### src/rtl/keypad_key_register_if.sv
// keypad_key_register_if: scanner <-> key register bundle.
// Scanner drives row/column sense; key register returns hold and key data.
interface keypad_key_register_if;
   logic [3:0] row_sel;
   logic [3:0] cols;
   logic       hold;
   logic       key_valid;
   logic [3:0] key;
   logic [3:0] digit_new;
   logic [3:0] digit_old;

   modport master (
      output row_sel, cols,
      input  hold, key_valid, key, digit_new, digit_old
   );

   modport slave (
      input  row_sel, cols,
      output hold, key_valid, key, digit_new, digit_old
   );
endinterface

### src/rtl/keypad_key_register.sv
// keypad_key_register: debounces one keypad press, emits hex code + 2-digit history.
// Optional auto-repeat while held: define KEY_REPEAT_EN.
module keypad_key_register #(
   parameter int DEBOUNCE_CYCLES = 50,
   parameter int REPEAT_CYCLES   = 200
) (
   input logic                   clk,
   input logic                   reset,
   keypad_key_register_if.slave  bus
);

   localparam int CNT_MAX =
      (DEBOUNCE_CYCLES > REPEAT_CYCLES) ? DEBOUNCE_CYCLES : REPEAT_CYCLES;
   localparam int CNT_W = $clog2(CNT_MAX);

   localparam logic [CNT_W-1:0] DEB_LAST = CNT_W'(DEBOUNCE_CYCLES - 1);
   localparam logic [CNT_W-1:0] CNT_ONE  = CNT_W'(1);
`ifdef KEY_REPEAT_EN
   localparam logic [CNT_W-1:0] REP_LAST = CNT_W'(REPEAT_CYCLES - 1);
`endif

   typedef enum logic [1:0] {
      S_IDLE,
      S_DEBOUNCE,
      S_PRESSED,
      S_RELEASE
   } state_t;

   state_t           r_state;
   logic [CNT_W-1:0] r_cnt;
   logic [3:0]       r_row;
   logic [3:0]       r_col;
   logic             r_hold;
   logic             r_valid;
   logic [3:0]       r_key;
   logic [3:0]       r_dnew;
   logic [3:0]       r_dold;

   logic             w_cap;
   logic             w_bit;
   logic [3:0]       w_code;

   function automatic logic [1:0] oh_idx(input logic [3:0] v);
      logic [1:0] idx;
      idx = 2'd0;
      if (v[1]) idx = 2'd1;
      if (v[2]) idx = 2'd2;
      if (v[3]) idx = 2'd3;
      return idx;
   endfunction

   function automatic logic [3:0] keymap(input logic [1:0] r,
                                         input logic [1:0] c);
      logic [3:0] k;
      case ({r, c})
         4'h0:    k = 4'h1;
         4'h1:    k = 4'h2;
         4'h2:    k = 4'h3;
         4'h3:    k = 4'hA;
         4'h4:    k = 4'h4;
         4'h5:    k = 4'h5;
         4'h6:    k = 4'h6;
         4'h7:    k = 4'hB;
         4'h8:    k = 4'h7;
         4'h9:    k = 4'h8;
         4'hA:    k = 4'h9;
         4'hB:    k = 4'hC;
         4'hC:    k = 4'hE;
         4'hD:    k = 4'h0;
         4'hE:    k = 4'hF;
         default: k = 4'hD;
      endcase
      return k;
   endfunction

   // Single-key capture qualifier, key lookup and "our key still down" sense.
   always_comb begin
      w_cap  = $onehot(bus.row_sel) && $onehot(bus.cols);
      w_code = keymap(oh_idx(bus.row_sel), oh_idx(bus.cols));
      w_bit  = (bus.row_sel == r_row) && |(bus.cols & r_col);
   end

   // Press/release debounce FSM with registered hold, strobe and digit history.
   always_ff @(posedge clk) begin
      if (reset) begin
         r_state <= S_IDLE;
         r_cnt   <= '0;
         r_row   <= '0;
         r_col   <= '0;
         r_hold  <= 1'b0;
         r_valid <= 1'b0;
         r_key   <= '0;
         r_dnew  <= '0;
         r_dold  <= '0;
      end else begin
         r_valid <= 1'b0;
         case (r_state)
            S_IDLE: begin
               if (w_cap) begin
                  r_row   <= bus.row_sel;
                  r_col   <= bus.cols;
                  r_key   <= w_code;
                  r_cnt   <= '0;
                  r_hold  <= 1'b1;
                  r_state <= S_DEBOUNCE;
               end
            end
            S_DEBOUNCE: begin
               if (!w_bit) begin
                  r_cnt   <= '0;
                  r_hold  <= 1'b0;
                  r_state <= S_IDLE;
               end else if (r_cnt == DEB_LAST) begin
                  r_cnt   <= '0;
                  r_valid <= 1'b1;
                  r_dold  <= r_dnew;
                  r_dnew  <= r_key;
                  r_state <= S_PRESSED;
               end else begin
                  r_cnt <= r_cnt + CNT_ONE;
               end
            end
            S_PRESSED: begin
               if (!w_bit) begin
                  r_cnt   <= '0;
                  r_state <= S_RELEASE;
               end
`ifdef KEY_REPEAT_EN
               else if (r_cnt == REP_LAST) begin
                  r_cnt   <= '0;
                  r_valid <= 1'b1;
                  r_dold  <= r_dnew;
                  r_dnew  <= r_key;
               end else begin
                  r_cnt <= r_cnt + CNT_ONE;
               end
`endif
            end
            S_RELEASE: begin
               if (w_bit) begin
                  r_cnt   <= '0;
                  r_state <= S_PRESSED;
               end else if (r_cnt == DEB_LAST) begin
                  r_cnt   <= '0;
                  r_hold  <= 1'b0;
                  r_state <= S_IDLE;
               end else begin
                  r_cnt <= r_cnt + CNT_ONE;
               end
            end
            default: begin
               r_cnt   <= '0;
               r_hold  <= 1'b0;
               r_state <= S_IDLE;
            end
         endcase
      end
   end

   assign bus.hold      = r_hold;
   assign bus.key_valid = r_valid;
   assign bus.key       = r_key;
   assign bus.digit_new = r_dnew;
   assign bus.digit_old = r_dold;

endmodule

### src/flat_wrapper.sv
// flat-port wrapper written by rule: the top's interface ports become plain ports
module keypad_key_register_flat 
#(
   parameter int DEBOUNCE_CYCLES = 50,
   parameter int REPEAT_CYCLES   = 200
)
  (clk, reset, bus_row_sel, bus_cols, bus_hold, bus_key_valid, bus_key, bus_digit_new, bus_digit_old);
  keypad_key_register_if bus_i ();
  input logic clk;
  input logic reset;
  input wire logic [$bits(bus_i.row_sel)-1:0] bus_row_sel;
  input wire logic [$bits(bus_i.cols)-1:0] bus_cols;
  output wire logic [$bits(bus_i.hold)-1:0] bus_hold;
  output wire logic [$bits(bus_i.key_valid)-1:0] bus_key_valid;
  output wire logic [$bits(bus_i.key)-1:0] bus_key;
  output wire logic [$bits(bus_i.digit_new)-1:0] bus_digit_new;
  output wire logic [$bits(bus_i.digit_old)-1:0] bus_digit_old;
  assign bus_i.row_sel = bus_row_sel;
  assign bus_i.cols = bus_cols;
  assign bus_hold = bus_i.hold;
  assign bus_key_valid = bus_i.key_valid;
  assign bus_key = bus_i.key;
  assign bus_digit_new = bus_i.digit_new;
  assign bus_digit_old = bus_i.digit_old;
  keypad_key_register #(.DEBOUNCE_CYCLES(DEBOUNCE_CYCLES), .REPEAT_CYCLES(REPEAT_CYCLES)) u_core (.clk(clk), .reset(reset), .bus(bus_i));
endmodule
### config.mk
export PLATFORM = sky130hd
export DESIGN_NAME = keypad_key_register_flat
export DESIGN_NICKNAME = d
export VERILOG_FILES = /design/src/rtl/keypad_key_register_if.sv /design/src/rtl/keypad_key_register.sv /design/src/flat_wrapper.sv
export SDC_FILE = /design/constraint.sdc
export NUM_CORES = 1
export LEC_CHECK = 0
export BUFFER_PORTS_ARGS = -buffer_cell sky130_fd_sc_hd__clkbuf_2
export CAP_MARGIN = 40
export CORE_MARGIN = 5
export CORE_UTILIZATION = 47
export CTS_CLUSTER_SIZE = 14
export DETAILED_ROUTE_END_ITERATION = 8
export HOLD_SLACK_MARGIN = 0.1
export MAX_ROUTING_LAYER = met4
export PLACE_DENSITY_LB_ADDON = 0.15
export SYNTH_ARGS = -nofsm -noshare
export SYNTH_HDL_FRONTEND = slang
export SYNTH_SLANG_ARGS = --single-unit
export TNS_END_PERCENT = 20
### constraint.sdc
create_clock -name clk -period 7.15 [get_ports clk]
set_input_delay 0.3575 -clock clk [delete_from_list [all_inputs] [get_ports clk]]
set_output_delay 0.3575 -clock clk [all_outputs]
set_load 0.02 [all_outputs]
==> results of run 1 <==
-- synth_stat cells, types with 4 or more instances --
master / n / area (um2)
o21ai_0: 6 / 30.0
a21oi_1: 15 / 75.1
inv_1: 12 / 45.0
a211oi_1: 5 / 37.5
xor2_1: 5 / 43.8
mux2i_1: 9 / 90.1
dfxtp_1: 32 / 641
nand2_1: 26 / 97.6
nor2_1: 20 / 75.1
ha_1: 15 / 188
clkbuf_1: 5 / 18.8
a221oi_1: 6 / 52.6
or3_1: 4 / 25.0
-- per-layer routing --
metal | vias to the layer above | part of all wire | global-route usage
li1 | 763 | - | -
met1 | 694 | 0.44 | 0.186
met2 | 50 | 0.48 | 0.278
met3 | 11 | 0.068 | 0.0483
met4 | 0 | 0.020 | 0.0731
met5 | - | 0 | -
-- area by class of cell --
| class | instances | area share |
|---|---|---|
| Clock buffer | 6 | 0.0416 |
| Clock inverter | 2 | 0.00504 |
| Inverter | 12 | 0.0227 |
| Multi-Input combinational cell | 148 | 0.516 |
| Sequential cell | 32 | 0.322 |
| Tap cell | 48 | 0.0302 |
| Timing Repair Buffer | 24 | 0.0617 |
-- kinds of logic after synthesis --
logic type | after synthesis | share of synthesized area
mux | 10 | 0.0644
xor+xnor | 5 | 0.0251
simple gates | 70 | 0.188
buf+inv | 21 | 0.0465
fa+ha+maj | 17 | 0.130
compound gates | 46 | 0.179
flops | 32 | 0.366
-- state kept, by name, summed over array words and instances (netlist names), named ones only --
register,count
u_core.r_row,4
u_core.bus.key,4
u_core.bus.hold,1
u_core.bus.digit_old,4
u_core.r_col,4
u_core.r_state,1
u_core.bus.key_valid,1
u_core.bus.digit_new,4
u_core.r_cnt,8
-- layout by cell type, fill, tap and decap left out, types with 4 or more instances in the layout --
cell type,instances
inv_1,12
mux2i_1,9
dfxtp_1,32
a211oi_1,5
nand2_1,26
nor2_1,20
clkbuf_2,23
or3_1,4
o21ai_0,6
xor2_1,5
ha_1,15
a21oi_1,15
a221oi_1,6
clkbuf_8,6
-- final timing paths --
kind | end | slack, ns | cells past startpoint
worst max-delay path | u_core.r_cnt[7] | 4.24 | 10
worst min-delay path | u_core.r_col[0] | 0.33 | 3
worst min register to register | u_core.r_col[1] | 0.46 | 2
worst max register to register | u_core.r_cnt[7] | 5.09 | 4
-- power groups by stage --
| stage | clock network [mW] | logic [mW] | registers (mW) |
|---|---|---|---|
| after floorplan | 0 | 0.0426 | 0.197 |
| after global placement | 0 | 0.0597 | 0.196 |
| after detailed placement | 0 | 0.0622 | 0.196 |
| after CTS | 0.143 | 0.0626 | 0.192 |
| after global routing | 0.150 | 0.0707 | 0.194 |
| final | 0.139 | 0.0622 | 0.192 |
-- metrics by stage --
| step | util | total power [mW] |
|---|---|---|
| after global routing | 0.547 | 0.414 |
| after floorplan | - | 0.239 |
| after global placement | 0.521 | 0.255 |
| after detailed placement | 0.521 | 0.259 |
| final | 0.547 | 0.394 |
| after CTS | 0.547 | 0.398 |
-- critical path, cell delays in order --
cell and delay (ns):
clkbuf_2 0.12, inv_1 0.07, ha_1 0.31, ha_1 0.20, fa_1 0.41, and4bb_2 0.32
a211oi_1 0.10, a41o_1 0.38, or4_1 0.55, a221oi_1 0.27
==> reports/metrics.yaml, run 1 <==
run_status:
  outcome: "complete, no violations"
clock_tree:
  hold_buffers: 0
  clock_latency_ns: 0.28
  cts_buffer_depth: 2
  cts_root_buf: "clkbuf_8"
  cts_tree: "built"
  clock_sinks: 32
  post_cts_buffers: 0
  clkTransAtPathRegs_ns: 0.06
  post_cts_resized: 0
  cts_made_buffers: 5
  htreeDepth: 2
synth:
  ys_ff_latch: 32
  syn_inst: 201
  synth_area_um2: 1750
  synth_nets: 228
  synth_edf_count: 0
  ys_seq_area_frac: 0.366
  ys_types: 38
  synth_ff_type: "dfxtp_1"
  yosys_warnings: 0
  syn-mean-instance-area_um2: 8.70
  synthArstFlopShare: 0
critical_path:
  start_kind: "input port"
  arrival_ns: 3.09
  critPathCaptureType: "register"
  startpoint: "bus_row_sel[2]"
  required_ns: 7.33
  rr_startpoint: "u_core.r_state[0]"
  path_max_fanout: 14
  critPathKind: "in2reg"
power_and_ir_drop:
  intPower_mw: 0.285
  p_sw_frac: 0.276
  leakagePower_nw: 0.868
  clockPowerShare: 0.353
  p_switching_mw: 0.109
  combinationalPowerShare: 0.158
  power_density_nw_per_um2: 198
  p_seq_frac: 0.489
  irDropWorstVdd_mv: 0.119
floorplanning:
  io_pins: 24
  core_area_um2: 3630
  rows: 22
  fp.dieH_um: 71.0
  dieArea_um2: 5040
  initial_core_util: 0.481
  die_w_um: 71.0
route:
  vias: 1518
  drt_iter0_drc: 73
  dr.pass1.iters: 4
  post_drt_via_cell_ratio: 5.58
  detail-route-antenna-nets: 0
  finalWirelength_mm: 3.68
  wl_per_cell_um: 13.5
  post-route-drc-count: 0
sta:
  final.min_clock_period_ns: 2.91
  setup_ws_ns: 4.24
  tns_ns: 0
  post-route-period-util: 0.406
  maxSlewViolCount: 0
  maxSlewHeadroom: 0.485
  fmax_mhz: 344
  hold_violations: 0
  hold_ws_ns: 0.331
  worstMarginPinSlew_ns: 0.767
  fin_skew_ns: 0.00546
  setup_viol: 0
  rsz0062_at_grt: "no"
placed_design:
  gp_congestion: 0.916
  placed_area_um2: 1890
  place_worst_setup_slack_ns: 3.93
  port_buffers: 23
  place_inst: 264
  place_hpwl_mm: 2.81
grt:
  grt_pass1_wl_mm: 6.67
  antenna_found_initial: 0
  grt.total_usage: 0.167
  grt_overflow: 0
  grt_pass1_vias: 1561
  grt_start_max_net_pins: 28
finish:
  final_area_um2: 1990
  syn2layout_area_growth_pct: 13.7
  diodes: 0
  drive_gt1_frac: 0.161
  finalNetCount: 250
  fin_cells: 272
  fillers: 346
  regArea_um2: 641
  multiInputGateArea_um2: 1030
run:
  drv_cap: 0
min_path:
  worstHoldStart: "bus_cols[0]"
  hold_path_class: "in2reg"
Power figures use the tool's default switching activity.
==> inputs of run 2 (changes only) <==
Clock period 7.15 ns to 2.9 ns, I/O delays scaled along.
==> run 2 against run 1 <==
  * Register-to-register slack got worse by 4.3 ns
  * Critical path type unchanged
  * Total power up 150%
  * Clock power rose to 2.5 times the previous value
  * Core utilization is 0.83 points higher
  * Non-clock buffer count is 4 higher
==> reports/metrics.yaml, run 2 (synthesis gave the netlist of run 1 again) <==
floorplanning:
  rows: 22
  die_w_um: 71.0
  core_area_um2: 3630
  io_pins: 24
  initial_core_util: 0.481
  fp.dieH_um: 71.0
  dieArea_um2: 5040
finish:
  utilization: 0.555
  finalNetCount: 254
  diodes: 0
  largest_register_ffs: 8
  drive_gt1_frac: 0.175
  syn2layout_area_growth_pct: 15.4
  largest-register: "u_core.r_cnt"
  final_common_cell: "dfxtp_1"
  final_cell_mix: "dfxtp_1 (32), nand2_1 (26), clkbuf_2 (23)"
  final_area_um2: 2020
  fin_cells: 276
clock_tree:
  cts_tree: "built"
  clock_sinks: 32
  post_cts_buffers: 0
  cts_root_buf: "clkbuf_8"
  htreeDepth: 2
  cts_buffer_depth: 2
  clkTransAtPathRegs_ns: 0.07
  hold_buffers: 0
  clock_latency_ns: 0.28
  cts_made_buffers: 5
  post_cts_resized: 0
critical_path:
  crit_family: "adder cells"
  cp_common_cell: "ha_1"
  critPathKind: "in2reg"
  start_kind: "input port"
  required_ns: 3.09
  slowest_delay_ns: 0.56
  cp_cell_sequence: "clkbuf_2 -> inv_1 -> ha_1 -> ha_1 -> fa_1 -> and4bb_2 -> a211oi_1 -> a41o_1 -> or4_1 -> a221oi_1"
  crit_slowest_cell: "or4_1"
  arrival_ns: 2.81
  path_max_fanout: 14
  critPathCaptureType: "register"
  crit_buf_inv: 2
placed_design:
  port_buffers: 23
  placed_area_um2: 1920
  gp_congestion: 0.854
  place_inst: 268
  place_hpwl_mm: 2.79
grt:
  grt.total_usage: 0.165
  grt_start_max_net_pins: 28
  grt_pass1_wl_mm: 6.50
  antenna_found_initial: 0
  grt_pass1_vias: 1525
  grt_overflow: 0
min_path:
  hold_path_class: "in2reg"
sta:
  maxSlewHeadroom: 0.582
  final.min_clock_period_ns: 2.62
  post-route-period-util: 0.904
  maxSlewViolCount: 0
  fin_skew_ns: 0.00553
  hold_ws_ns: 0.116
  hold_violations: 0
  rsz0062_at_grt: "no"
  worstMarginPinSlew_ns: 0.628
  fmax_mhz: 382
  setup_viol: 0
route:
  post_drt_via_cell_ratio: 5.55
  vias: 1533
  dr.pass1.iters: 4
  wl_per_cell_um: 13.7
  drt_iter0_drc: 97
  post-route-drc-count: 0
  detail-route-antenna-nets: 0
  finalWirelength_mm: 3.78
power_and_ir_drop:
  leakagePower_nw: 0.888
  power_density_nw_per_um2: 487
  irDropWorstVdd_mv: 0.269
  power.total_mw: 0.983
run:
  drv_cap: 0
run_status:
  outcome: "complete, no violations"
==> run 2: power breakdown <==
part	internal, mW	total (mW)	switching (mW)
sequential	0.456	0.475	0.0182
combinational	0.0623	0.159	0.0969
clock	0.189	0.349	0.160
==> run 2: worst paths after layout <==
kind / start / end / slack [ns] / cells after the start
max: bus_row_sel[2] / u_core.r_cnt[7] / 0.28 / 10
max reg2reg: u_core.r_state[0] / u_core.r_cnt[7] / 0.81 / 4
min reg2reg: u_core.r_col[0] / u_core.r_col[0] / 0.46 / 2
min: bus_cols[0] / u_core.r_col[0] / 0.12 / 3
==> run 2: final cells by class <==
class                   instances  area, um2
flip-flops and latches         32        641
inverters                      12       45.0
clock buffers                   6       82.6
repair buffers                 28        153
fillers                       354       1620
clock inverters                 2       10.0
multi-input cells             148       1030
well taps                      48       60.1
==> run 2: worst register-to-register path, cell delays in order, from the launching register on <==
cell and delay (ns):
dfxtp_1 0.63, inv_1 0.19, a41o_1 0.36, or4_1 0.56, a221oi_1 0.26
==> run 2: layer usage <==
layer / GRT usage / vias up / routed length, um
li1: - / 768 / -
met1: 0.192 / 708 / 1740
met2: 0.264 / 50 / 1770
met3: 0.0412 / 7 / 219
met4: 0.0814 / 0 / 51
met5: - / - / 0
==> run 2: stage by stage <==
stage,setup TNS [ns],worst slack (ns)
floorplan,0,0.392
global placement,0,0.105
detailed placement,-0.0455,-0.0233
CTS,0,0.275
global route,0,0.0975
finish,0,0.279
